==> config.mk <==
export PLATFORM = sky130hd
export DESIGN_NAME = lsu_arbiter
export DESIGN_NICKNAME = d
export VERILOG_FILES = /design/src/rtl/singlecycle_pkg.sv /design/src/rtl/rr_arb2.sv /design/src/rtl/lsu_arbiter.sv
export SDC_FILE = /design/constraint.sdc
export NUM_CORES = 1
export LEC_CHECK = 0
export ABC_CLOCK_PERIOD_IN_PS = 3250
export CAP_MARGIN = 40
export CORE_AREA = 2 2 123 125
export DETAILED_ROUTE_END_ITERATION = 16
export DIE_AREA = 0 0 125 127
export GPL_TIMING_DRIVEN = 0
export PLACE_DENSITY = 0.64
export SLEW_MARGIN = 5
export SYNTH_ARGS = -nofsm -noshare
export SYNTH_HDL_FRONTEND = slang
export SYNTH_SLANG_ARGS = --single-unit
==> constraint.sdc <==
create_clock -name i_clk -period 3.25 [get_ports i_clk]
set_input_delay 0.325 -clock i_clk [delete_from_list [all_inputs] [get_ports i_clk]]
set_output_delay 0.325 -clock i_clk [all_outputs]
set_load 0.02 [all_outputs]
==> src/rtl/singlecycle_pkg.sv <==
// -----------------------------------------------------------------------------
// singlecycle_pkg
// Shared types for the LSU arbitration slice: arbitration policy, arbiter
// state encoding, the LSU request payload bundle and a payload select helper.
// -----------------------------------------------------------------------------
package singlecycle_pkg;

    // Arbitration policy used when both requesters are valid in IDLE.
    typedef enum logic {
        ARB_FIXED = 1'b0,   // m0 always wins
        ARB_RR    = 1'b1    // alternate, starting opposite the last winner
    } arb_mode_e;

    // Arbiter lock state.
    typedef enum logic [1:0] {
        ARB_IDLE    = 2'd0,
        ARB_BUSY_M0 = 2'd1,
        ARB_BUSY_M1 = 2'd2
    } arb_state_e;

    // Payload forwarded to the LSU port.
    typedef struct packed {
        logic [31:0] addr;
        logic [31:0] wdata;
        logic [3:0]  strb;
        logic        wren;
    } lsu_req_t;

    // Encoding of the last-served requester.
    localparam logic RR_M0 = 1'b0;
    localparam logic RR_M1 = 1'b1;

    // Select the payload of m1 (sel=1) or m0 (sel=0).
    function automatic lsu_req_t pick_req(input logic sel,
                                          input lsu_req_t req_m0,
                                          input lsu_req_t req_m1);
        lsu_req_t res;
        if (sel) begin
            res = req_m1;
        end else begin
            res = req_m0;
        end
        return res;
    endfunction

endpackage

==> src/rtl/rr_arb2.sv <==
// -----------------------------------------------------------------------------
// rr_arb2
// Two-way combinational grant logic.
//   req[1:0]  in   request vector, bit 0 = m0, bit 1 = m1
//   rr_last   in   last served requester (RR_M0 / RR_M1)
//   mode      in   ARB_FIXED (m0 priority) or ARB_RR (alternating)
//   gnt[1:0]  out  one-hot grant, 2'b00 when nobody requests
// -----------------------------------------------------------------------------
module rr_arb2
    import singlecycle_pkg::*;
(
    input  logic [1:0] req,
    input  logic       rr_last,
    input  arb_mode_e  mode,
    output logic [1:0] gnt
);

    // Grant selection from the current request vector.
    always_comb begin
        gnt = 2'b00;
        case (req)
            2'b01: gnt = 2'b01;
            2'b10: gnt = 2'b10;
            2'b11: begin
                if (mode == ARB_FIXED) begin
                    gnt = 2'b01;
                end else if (rr_last == RR_M1) begin
                    gnt = 2'b01;
                end else begin
                    gnt = 2'b10;
                end
            end
            default: gnt = 2'b00;
        endcase
    end

endmodule

==> src/rtl/lsu_arbiter.sv <==
// -----------------------------------------------------------------------------
// lsu_arbiter
// Shares one LSU request port between the CPU core (m0) and a DMA/loader
// master (m1). A grant is chosen combinationally in IDLE and the winner's
// payload is forwarded in the same cycle. If the LSU does not complete
// immediately the grant is locked until i_lsu_ready or a timeout, at which
// point the locked requester receives ready with err=1 and rdata=0.
//
// Ports:
//   i_clk, i_rst_n             clock, synchronous active-low reset
//   i_mX_valid/addr/wdata/
//   i_mX_strb/wren             requester X payload (held stable until ready)
//   o_mX_ready/rdata/err       requester X completion, load data, timeout flag
//   o_lsu_valid/addr/wdata/
//   o_lsu_strb/wren            muxed request towards the LSU
//   i_lsu_ready, i_lsu_rdata   LSU completion and load data
//   o_busy                     a transaction is locked
// While i_rst_n is low every output is forced to zero.
// -----------------------------------------------------------------------------
module lsu_arbiter
    import singlecycle_pkg::*;
#(
    parameter arb_mode_e ARB_MODE    = ARB_RR,
    parameter int        TIMEOUT_CYC = 1024
) (
    input  logic        i_clk,
    input  logic        i_rst_n,

    input  logic        i_m0_valid,
    input  logic [31:0] i_m0_addr,
    input  logic [31:0] i_m0_wdata,
    input  logic [3:0]  i_m0_strb,
    input  logic        i_m0_wren,
    output logic        o_m0_ready,
    output logic [31:0] o_m0_rdata,
    output logic        o_m0_err,

    input  logic        i_m1_valid,
    input  logic [31:0] i_m1_addr,
    input  logic [31:0] i_m1_wdata,
    input  logic [3:0]  i_m1_strb,
    input  logic        i_m1_wren,
    output logic        o_m1_ready,
    output logic [31:0] o_m1_rdata,
    output logic        o_m1_err,

    output logic        o_lsu_valid,
    output logic [31:0] o_lsu_addr,
    output logic [31:0] o_lsu_wdata,
    output logic [3:0]  o_lsu_strb,
    output logic        o_lsu_wren,
    input  logic        i_lsu_ready,
    input  logic [31:0] i_lsu_rdata,

    output logic        o_busy
);

    localparam int               CNT_W   = $clog2(TIMEOUT_CYC);
    localparam logic [CNT_W-1:0] CNT_MAX = CNT_W'(TIMEOUT_CYC - 1);
    localparam logic [CNT_W-1:0] CNT_ONE = CNT_W'(1);
    localparam logic [CNT_W-1:0] CNT_ZERO = CNT_W'(0);

    arb_state_e       state_r;
    arb_state_e       state_nxt_s;
    logic             rr_last_r;
    logic             rr_last_nxt_s;
    logic [CNT_W-1:0] cnt_r;
    logic [CNT_W-1:0] cnt_nxt_s;

    logic [1:0]       gnt_s;
    logic             busy_m1_s;
    logic             sel_m1_s;
    logic             lsu_valid_s;
    logic             done_m0_s;
    logic             done_m1_s;
    logic             err_s;

    lsu_req_t         req_m0_s;
    lsu_req_t         req_m1_s;
    lsu_req_t         req_sel_s;

    assign req_m0_s  = {i_m0_addr, i_m0_wdata, i_m0_strb, i_m0_wren};
    assign req_m1_s  = {i_m1_addr, i_m1_wdata, i_m1_strb, i_m1_wren};
    assign busy_m1_s = (state_r == ARB_BUSY_M1);

    // The grant vector is only consulted in IDLE; in BUSY the lock decides.
    rr_arb2 u_rr_arb2 (
        .req     ({i_m1_valid, i_m0_valid}),
        .rr_last (rr_last_r),
        .mode    (ARB_MODE),
        .gnt     (gnt_s)
    );

    // Next-state, completion and timeout decisions.
    always_comb begin
        state_nxt_s   = state_r;
        rr_last_nxt_s = rr_last_r;
        cnt_nxt_s     = cnt_r;
        sel_m1_s      = 1'b0;
        lsu_valid_s   = 1'b0;
        done_m0_s     = 1'b0;
        done_m1_s     = 1'b0;
        err_s         = 1'b0;
        case (state_r)
            ARB_IDLE: begin
                sel_m1_s = gnt_s[1];
                if (gnt_s != 2'b00) begin
                    lsu_valid_s = 1'b1;
                    if (i_lsu_ready) begin
                        // Single-cycle access: complete without locking.
                        done_m0_s     = gnt_s[0];
                        done_m1_s     = gnt_s[1];
                        rr_last_nxt_s = gnt_s[1];
                    end else begin
                        state_nxt_s = gnt_s[1] ? ARB_BUSY_M1 : ARB_BUSY_M0;
                        cnt_nxt_s   = CNT_ONE;
                    end
                end else begin
                    lsu_valid_s = 1'b0;
                end
            end
            ARB_BUSY_M0, ARB_BUSY_M1: begin
                sel_m1_s = busy_m1_s;
                if (i_lsu_ready) begin
                    lsu_valid_s   = 1'b1;
                    done_m0_s     = ~busy_m1_s;
                    done_m1_s     = busy_m1_s;
                    rr_last_nxt_s = busy_m1_s;
                    state_nxt_s   = ARB_IDLE;
                    cnt_nxt_s     = CNT_ZERO;
                end else if (cnt_r == CNT_MAX) begin
                    // Abort: withdraw the request and report an error.
                    lsu_valid_s   = 1'b0;
                    done_m0_s     = ~busy_m1_s;
                    done_m1_s     = busy_m1_s;
                    err_s         = 1'b1;
                    rr_last_nxt_s = busy_m1_s;
                    state_nxt_s   = ARB_IDLE;
                    cnt_nxt_s     = CNT_ZERO;
                end else begin
                    lsu_valid_s = 1'b1;
                    cnt_nxt_s   = (cnt_r < CNT_MAX) ? (cnt_r + CNT_ONE) : CNT_MAX;
                end
            end
            default: begin
                state_nxt_s = ARB_IDLE;
                cnt_nxt_s   = CNT_ZERO;
            end
        endcase
    end

    // State, last-winner and timeout counter registers.
    always_ff @(posedge i_clk) begin
        if (!i_rst_n) begin
            state_r   <= ARB_IDLE;
            rr_last_r <= RR_M1;
            cnt_r     <= CNT_ZERO;
        end else begin
            state_r   <= state_nxt_s;
            rr_last_r <= rr_last_nxt_s;
            cnt_r     <= cnt_nxt_s;
        end
    end

    assign req_sel_s = pick_req(sel_m1_s, req_m0_s, req_m1_s);

    // Outputs are gated by reset so the LSU sees valid drop at once.
    assign o_lsu_valid = i_rst_n & lsu_valid_s;
    assign o_lsu_addr  = i_rst_n ? req_sel_s.addr  : 32'h0000_0000;
    assign o_lsu_wdata = i_rst_n ? req_sel_s.wdata : 32'h0000_0000;
    assign o_lsu_strb  = i_rst_n ? req_sel_s.strb  : 4'h0;
    assign o_lsu_wren  = i_rst_n & req_sel_s.wren;

    assign o_m0_ready  = i_rst_n & done_m0_s;
    assign o_m0_err    = i_rst_n & done_m0_s & err_s;
    assign o_m0_rdata  = (i_rst_n && done_m0_s && !err_s) ? i_lsu_rdata : 32'h0000_0000;

    assign o_m1_ready  = i_rst_n & done_m1_s;
    assign o_m1_err    = i_rst_n & done_m1_s & err_s;
    assign o_m1_rdata  = (i_rst_n && done_m1_s && !err_s) ? i_lsu_rdata : 32'h0000_0000;

    assign o_busy      = i_rst_n & (state_r != ARB_IDLE);

endmodule

==> out/results.ini, run 1 <==
[detailed_routing]
drc = 0
drt-wirelength-per-cell_um = 16.0
dr.first_iter.drc_count = 167
drt-total-wl_mm = 15.4
vias = 4245
vias_per_cell = 4.42
ant_nets = 0
firstDrtPassIters = 4

[place]
dpl_cell_area_um2 = 6010
numPortBuffers = 313
post-place-cells = 955
hpwl_mm = 12.6
dpl_worst_slack_ns = -0.0592
place_congestion = 0.848

[timing]
fin_ws_ns = 0.118
report.final.slew_viol_count = 0
relSlewSlack_pct = 62.0
hold_slack_ns = 0.506
worst_pin_slew_ns = 0.570
max_freq_mhz = 319
clock_skew_ns = 0.00648
post-route-min-period_ns = 3.13
setup_viol = 0
period_share_pct = 96.4
hold_violations = 0
finalSetupTns_ns = 0

[setup_path]
cp.required_ns = 2.92
critPathBufInv = 3
reg2reg_from = state_r[0]
crit_type = reg2out
cp-start-kind = register
end_kind = primary output
critPathTopFamily = buffers and inverters
crit_arrival_ns = 2.81
r2r_end = rr_last_r
critical-path-slowest-cell = clkdlybuf4s50_1
ff2ff_setup_slack_ns = 1.38
cp_cell_sequence = inv_1 -> ha_1 -> nor2b_1 -> nand4_1 -> clkbuf_2 -> nor3_1 -> clkdlybuf4s50_1
crit_fanout = 10
r2r_cells = 7
critPathMaxStageDelay_ns = 0.66

[hold_path]
worstHoldEndpoint = cnt_r[9]
hp-start = cnt_r[9]
hold_path_class = reg2reg
whs_path_depth = 2

[die]
rows = 44
die_h_um = 127
die_area_um2 = 15900
initial_core_util_pct = 18.4
fp.dieW_um = 125
io_pins = 314
core-area_um2 = 14400

[finish]
num_antenna_cells = 0
final_cell_mix = clkdlybuf4s50_1 (292), nand2_1 (150), a21boi_0 (62), nor2_1 (42), nand3_1 (37)
stdcell_count = 961
final_util_pct = 42.7
fin_area_um2 = 6160
drive_gt1_share_pct = 5.79
layout_commonest_cell = clkdlybuf4s50_1
area_growth_pct = 132
nNetsFinal = 957

[global_routing]
grt_use_met1_pct = 23.7
grtUsageMet3_pct = 2.81
antenna_found_initial = 0
grt_max_degree = 11
top_usage_layer = met2
grt_pass1_wl_mm = 23.4
grt_pass1_vias = 4026
overflow = 0
gr-usage-met2_pct = 31.3
groute.usage.overall_pct = 18.1

[logic_synthesis]
ys_async_sr_fraction_pct = 0
netlist_instances = 458
ys.flop_type = dfxtp_1
netlist_area_um2 = 2650
yosysSeqAreaShare_pct = 9.82
synth_top_family_by_area = simple AND/OR/NAND/NOR gates
synth_seq_cells = 13
yosysWarningCount = 0
synthAdderAreaFrac_pct = 1.89
yosysUniqueCellTypes = 44
synth_mux_area_share_pct = 1.18
synth_edf_count = 0
synth_area_per_cell_um2 = 5.79
synth-simple-area-share_pct = 46.7
syn-num-nets = 637
synth_compound_area_share_pct = 30.0
synth_xor_area_share_pct = 2.31

[pwr]
clkPwrFrac_pct = 11.4
p_leak_nw = 2.58
vdd_drop_max_mv = 0.196
p_total_mw = 2.15
p_comb_share_pct = 79.9
switching_power_mw = 1.02
switching_share_pct = 47.4
p_seq_share_pct = 8.7
cellPowerDensity_nw_per_um2 = 348
p_int_mw = 1.13

[clock_network]
clkTransAtPathRegs_ns = 0.05
clk_path_buf_depth = 2
cts-root-buf = clkbuf_16
cts_tree = done
cts.sinks = 13
cts_hold_buf = 0
insertion_delay_ns = 0.25
cts_max_level = 1
numCtsBuffers = 3

[run_status]
outcome = finished, final reports clean

[job]
cap_violations = 0

==> worst reg2reg max path, cell delays in order (launching register included) <==
cell and delay (ns):
dfxtp_1 0.37, inv_1 0.09, ha_1 0.20, buf_2 0.18, inv_2 0.14, nor3_1 0.07, o32ai_1 0.35, mux2_2 0.37
==> Yosys cell counts (3+ instances only) <==
cell type    n  area share (%)
nand2_1    150              21
a21boi_0    62              18
nor2_1      42             5.9
nand3_1     37             7.0
and2_1      32             7.6
clkbuf_1    18             2.5
buf_2       16             3.0
dfxtp_1     13             9.8
a21boi_1    11             3.1
xnor2_1      7             2.3
a21oi_1      6             1.1
inv_1        6            0.85
nor2b_1      5             1.2
buf_1        4            0.57
ha_1         4             1.9
nand2b_1     4            0.94
nor3_1       4            0.76
a211oi_1     3            0.85
==> worst max path at each step <==
stage	startpoint	endpoint	slack, ns	depth (start not counted)
final	state_r[1]	o_m0_err	0.12	7
after global routing	i_m1_valid	o_lsu_addr[29]	-0.01	8
after CTS	state_r[0]	o_lsu_wdata[28]	0.006	11
after detailed placement	i_m1_valid	o_lsu_wdata[22]	-0.06	7
after global placement	i_m1_valid	o_lsu_wdata[22]	-0.08	7
after floorplan	state_r[1]	o_lsu_addr[15]	0.84	9
==> routing by layer <==
| metal | share of wire, % | wire length, um |
|---|---|---|
| met2 | 49 | 7570 |
| met4 | 2.2 | 338 |
| met5 | 0 | 0 |
| met1 | 43 | 6670 |
| met3 | 5.4 | 826 |
==> sequential cells by signal (all words and copies together), names as in the netlist <==
name	cells
cnt_r	10
rr_last_r	1
state_r	2
==> layout make-up <==
| type | count | area, um^2 |
|---|---|---|
| Multi-Input combinational cell | 398 | 2170 |
| Timing Repair Buffer | 315 | 3190 |
| Sequential cell | 13 | 262 |
| Fill cell | 1508 | 8260 |
| Inverter | 6 | 22.5 |
| Buffer | 41 | 206 |
| Tap cell | 184 | 230 |
| Clock buffer | 3 | 75.1 |
| Clock inverter | 1 | 5.00 |
==> cells by family after synthesis <==
family	after synthesis
buf+inv	47
xor+xnor	7
compound gates	102
simple gates	282
mux	3
flops	13
fa+ha+maj	4
==> timing repair <==
item | CTS | global route
pin swaps | 0 | 1
resized for setup | 7 | 34
setup buffers | 0 | 2
endpoints found under the setup margin | 51 | 122
==> power by group through the flow <==
stage / logic, mW / registers, mW / clock network [mW]
after global placement: 1.71 / 0.190 / 0
final: 1.71 / 0.188 / 0.245
after global routing: 1.87 / 0.190 / 0.250
after detailed placement: 1.72 / 0.190 / 0
after floorplan: 0.890 / 0.186 / 0
after CTS: 1.72 / 0.187 / 0.244
Power figures use the tool's default switching activity.
==> inputs of run 2 (changes only) <==
--- a/config.mk
+++ b/config.mk
@@ -10,8 +10,8 @@
 export CORE_AREA = 2 2 123 125
 export DETAILED_ROUTE_END_ITERATION = 16
 export DIE_AREA = 0 0 125 127
-export GPL_TIMING_DRIVEN = 0
 export PLACE_DENSITY = 0.64
+export RECOVER_POWER = 50
 export SLEW_MARGIN = 5
 export SYNTH_ARGS = -nofsm -noshare
 export SYNTH_HDL_FRONTEND = slang
==> out/results.ini, run 2 (same netlist as run 1, synthesis figures left out) <==
[run_status]
outcome = finished, final reports clean

[setup_path]
crit_arrival_ns = 2.72  ; -0.09 ns
r2r_end = cnt_r[5]
crit_start = state_r[1]
cp.required_ns = 2.92  ; about the same
crit_fanout = 31  ; +21
critPathMaxStageDelay_ns = 0.71  ; +0.05 ns
ff2ff_setup_slack_ns = 1.43  ; +0.05 ns
critical-path-slowest-cell = dlygate4sd3_1
cp_cell_sequence = inv_1 -> ha_1 -> nand2_1 -> a211oi_1 -> buf_12 -> and2_1 -> dlygate4sd3_1
r2r_cells = 6  ; -1
end_kind = primary output
reg2reg_from = state_r[1]
cp-start-kind = register
crit_type = reg2out

[clock_network]
cts_max_level = 1  ; unchanged
insertion_delay_ns = 0.24  ; about the same
clk_path_buf_depth = 2  ; unchanged
numCtsBuffers = 3  ; unchanged
cts_tree = done
clkTransAtPathRegs_ns = 0.05  ; about the same
cts.sinks = 13  ; unchanged
cts_hold_buf = 0  ; unchanged
cts-root-buf = clkbuf_16

[timing]
relSlewSlack_pct = 40.5  ; -21 points
setup_viol = 0  ; unchanged
report.final.slew_viol_count = 0  ; unchanged
finalSetupTns_ns = 0  ; unchanged
hold_violations = 0  ; unchanged
max_freq_mhz = 329  ; +2.9%
grt_setup_unrepaired = false
worst_pin_slew_ns = 0.892  ; +0.322 ns
clock_skew_ns = 0.00190  ; -0.00458 ns
period_share_pct = 93.6  ; -2.8 points
post-route-min-period_ns = 3.04  ; -0.0897 ns

[die]
die_h_um = 127  ; unchanged
rows = 44  ; unchanged
initial_core_util_pct = 18.4  ; unchanged
die_area_um2 = 15900  ; unchanged
core-area_um2 = 14400  ; unchanged
fp.dieW_um = 125  ; unchanged
io_pins = 314  ; unchanged

[detailed_routing]
vias = 4071  ; -4.1%
vias_per_cell = 4.38  ; -0.90%
ant_nets = 0  ; unchanged
drt-wirelength-per-cell_um = 15.4  ; -4.1%
firstDrtPassIters = 4  ; unchanged
drt-total-wl_mm = 14.3  ; -7.1%
dr.first_iter.drc_count = 171  ; +2.4%
drc = 0  ; unchanged

[finish]
area_growth_pct = 127
largest-register = cnt_r
num_antenna_cells = 0  ; unchanged
top_regs = cnt_r (10), state_r (2), rr_last_r (1)
largest_reg_flops = 10  ; unchanged
layout_commonest_cell = clkdlybuf4s50_1
drive_gt1_share_pct = 3.22  ; -2.6 points
nNetsFinal = 926  ; -3.2%
final_util_pct = 41.8  ; -0.92 points
final_cell_mix = clkdlybuf4s50_1 (252), nand2_1 (150), a21boi_0 (62), dlygate4sd3_1 (60), nor2_1 (42)

[place]
numPortBuffers = 313  ; unchanged
hpwl_mm = 11.2  ; -11%
place_congestion = 0.815  ; -3.8%

[hold_path]
worstHoldEndpoint = state_r[0]
hold_path_class = reg2reg
whs_path_depth = 2  ; unchanged
hp-start = state_r[0]

[global_routing]
top_usage_layer = met2
grt_pass1_vias = 3857  ; -4.2%
antenna_found_initial = 0  ; unchanged
groute.usage.overall_pct = 16.7  ; -1.4 points
overflow = 0  ; unchanged
grt_use_met1_pct = 21.0  ; -2.7 points
gr-usage-met2_pct = 30.4  ; -0.90 points
grt_max_degree = 53  ; +42
grt_pass1_wl_mm = 22.0  ; -6.1%
grtUsageMet3_pct = 3.31  ; +0.50 points

[pwr]
clkPwrFrac_pct = 11.3  ; about the same
p_comb_share_pct = 79.6  ; -0.3 points
p_leak_nw = 2.45  ; -5.2%
p_seq_share_pct = 9.1  ; +0.4 points
switching_share_pct = 46.9  ; -0.55 points
switching_power_mw = 0.968  ; -5.0%
p_int_mw = 1.10  ; -2.8%
cellPowerDensity_nw_per_um2 = 342  ; -1.7%
vdd_drop_max_mv = 0.419  ; +110%

[job]
cap_violations = 0  ; unchanged

==> run 2: cell count changes in the layout (fill, tap and decap cells not counted), moves of 2 or more <==
cell             change
dlymetal6s2s_1      -17
dlygate4sd2_1        -4
buf_2               -16
clkdlybuf4s50_1     -40
buf_6                -2
buf_4                +4
dlygate4sd3_1       +60
clkbuf_1             -9
clkbuf_2             -9
buf_12               +4
==> run 2: timing repair <==
action | in CTS | in global routing
resized for setup | 0 | 1
setup buffers | 0 | 0
setup endpoints to repair | 0 | 1
==> run 2: metal layers <==
metal / wire length, um / up-vias
met2: 7220 / 152
met4: 142 / 0
met1: 6090 / 1818
li1: - / 2089
met5: 0 / -
met3: 855 / 12
==> run 2: area by class of cell <==
type,instances,area [um^2]
flip-flops and latches,13,262
repair buffers,325,3270
multi-input cells,398,2170
clock buffers,4,78.8
fillers,1511,8400
well taps,184,230
inverters,6,22.5
==> run 2: power by group through the flow <==
stage	Sequential [mW]	Clock (mW)	Combinational, mW
after floorplan	0.186	0	0.890
after global placement	0.189	0	1.68
after detailed placement	0.190	0	1.68
after CTS	0.187	0.237	1.69
after global routing	0.189	0.245	1.79
final	0.187	0.233	1.64
==> run 2: worst max path at each step <==
stage                                 to  depth (start not counted)
final                     o_m1_rdata[12]                          7
after global placement     o_lsu_addr[8]                          7
after floorplan           o_lsu_addr[15]                          9
after detailed placement   o_lsu_addr[8]                          7
after global routing      o_m1_rdata[18]                          7
after CTS                       o_m0_err                          7
==> run 2: metrics by stage <==
stage	power [mW]	hold slack, ns	cell area, um^2	setup slack, ns	std cells
finish	2.06	0.493	6030	0.207	930
global route	2.22	0.535	6030	0.0582	930
CTS	2.11	0.496	6040	0.186	930
detailed placement	1.87	0.490	5960	0.240	926
global placement	1.87	0.487	5960	0.298	926
floorplan	1.08	0.460	2650	0.836	458
==> run 2: critical path: cells and delay by family, from the launching register on <==
family / cells / cell delay (ns)
flops: 1 / 0.40
buf+inv: 3 / 0.99
compound gates: 1 / 0.37
fa+ha+maj: 1 / 0.40
simple gates: 2 / 0.29
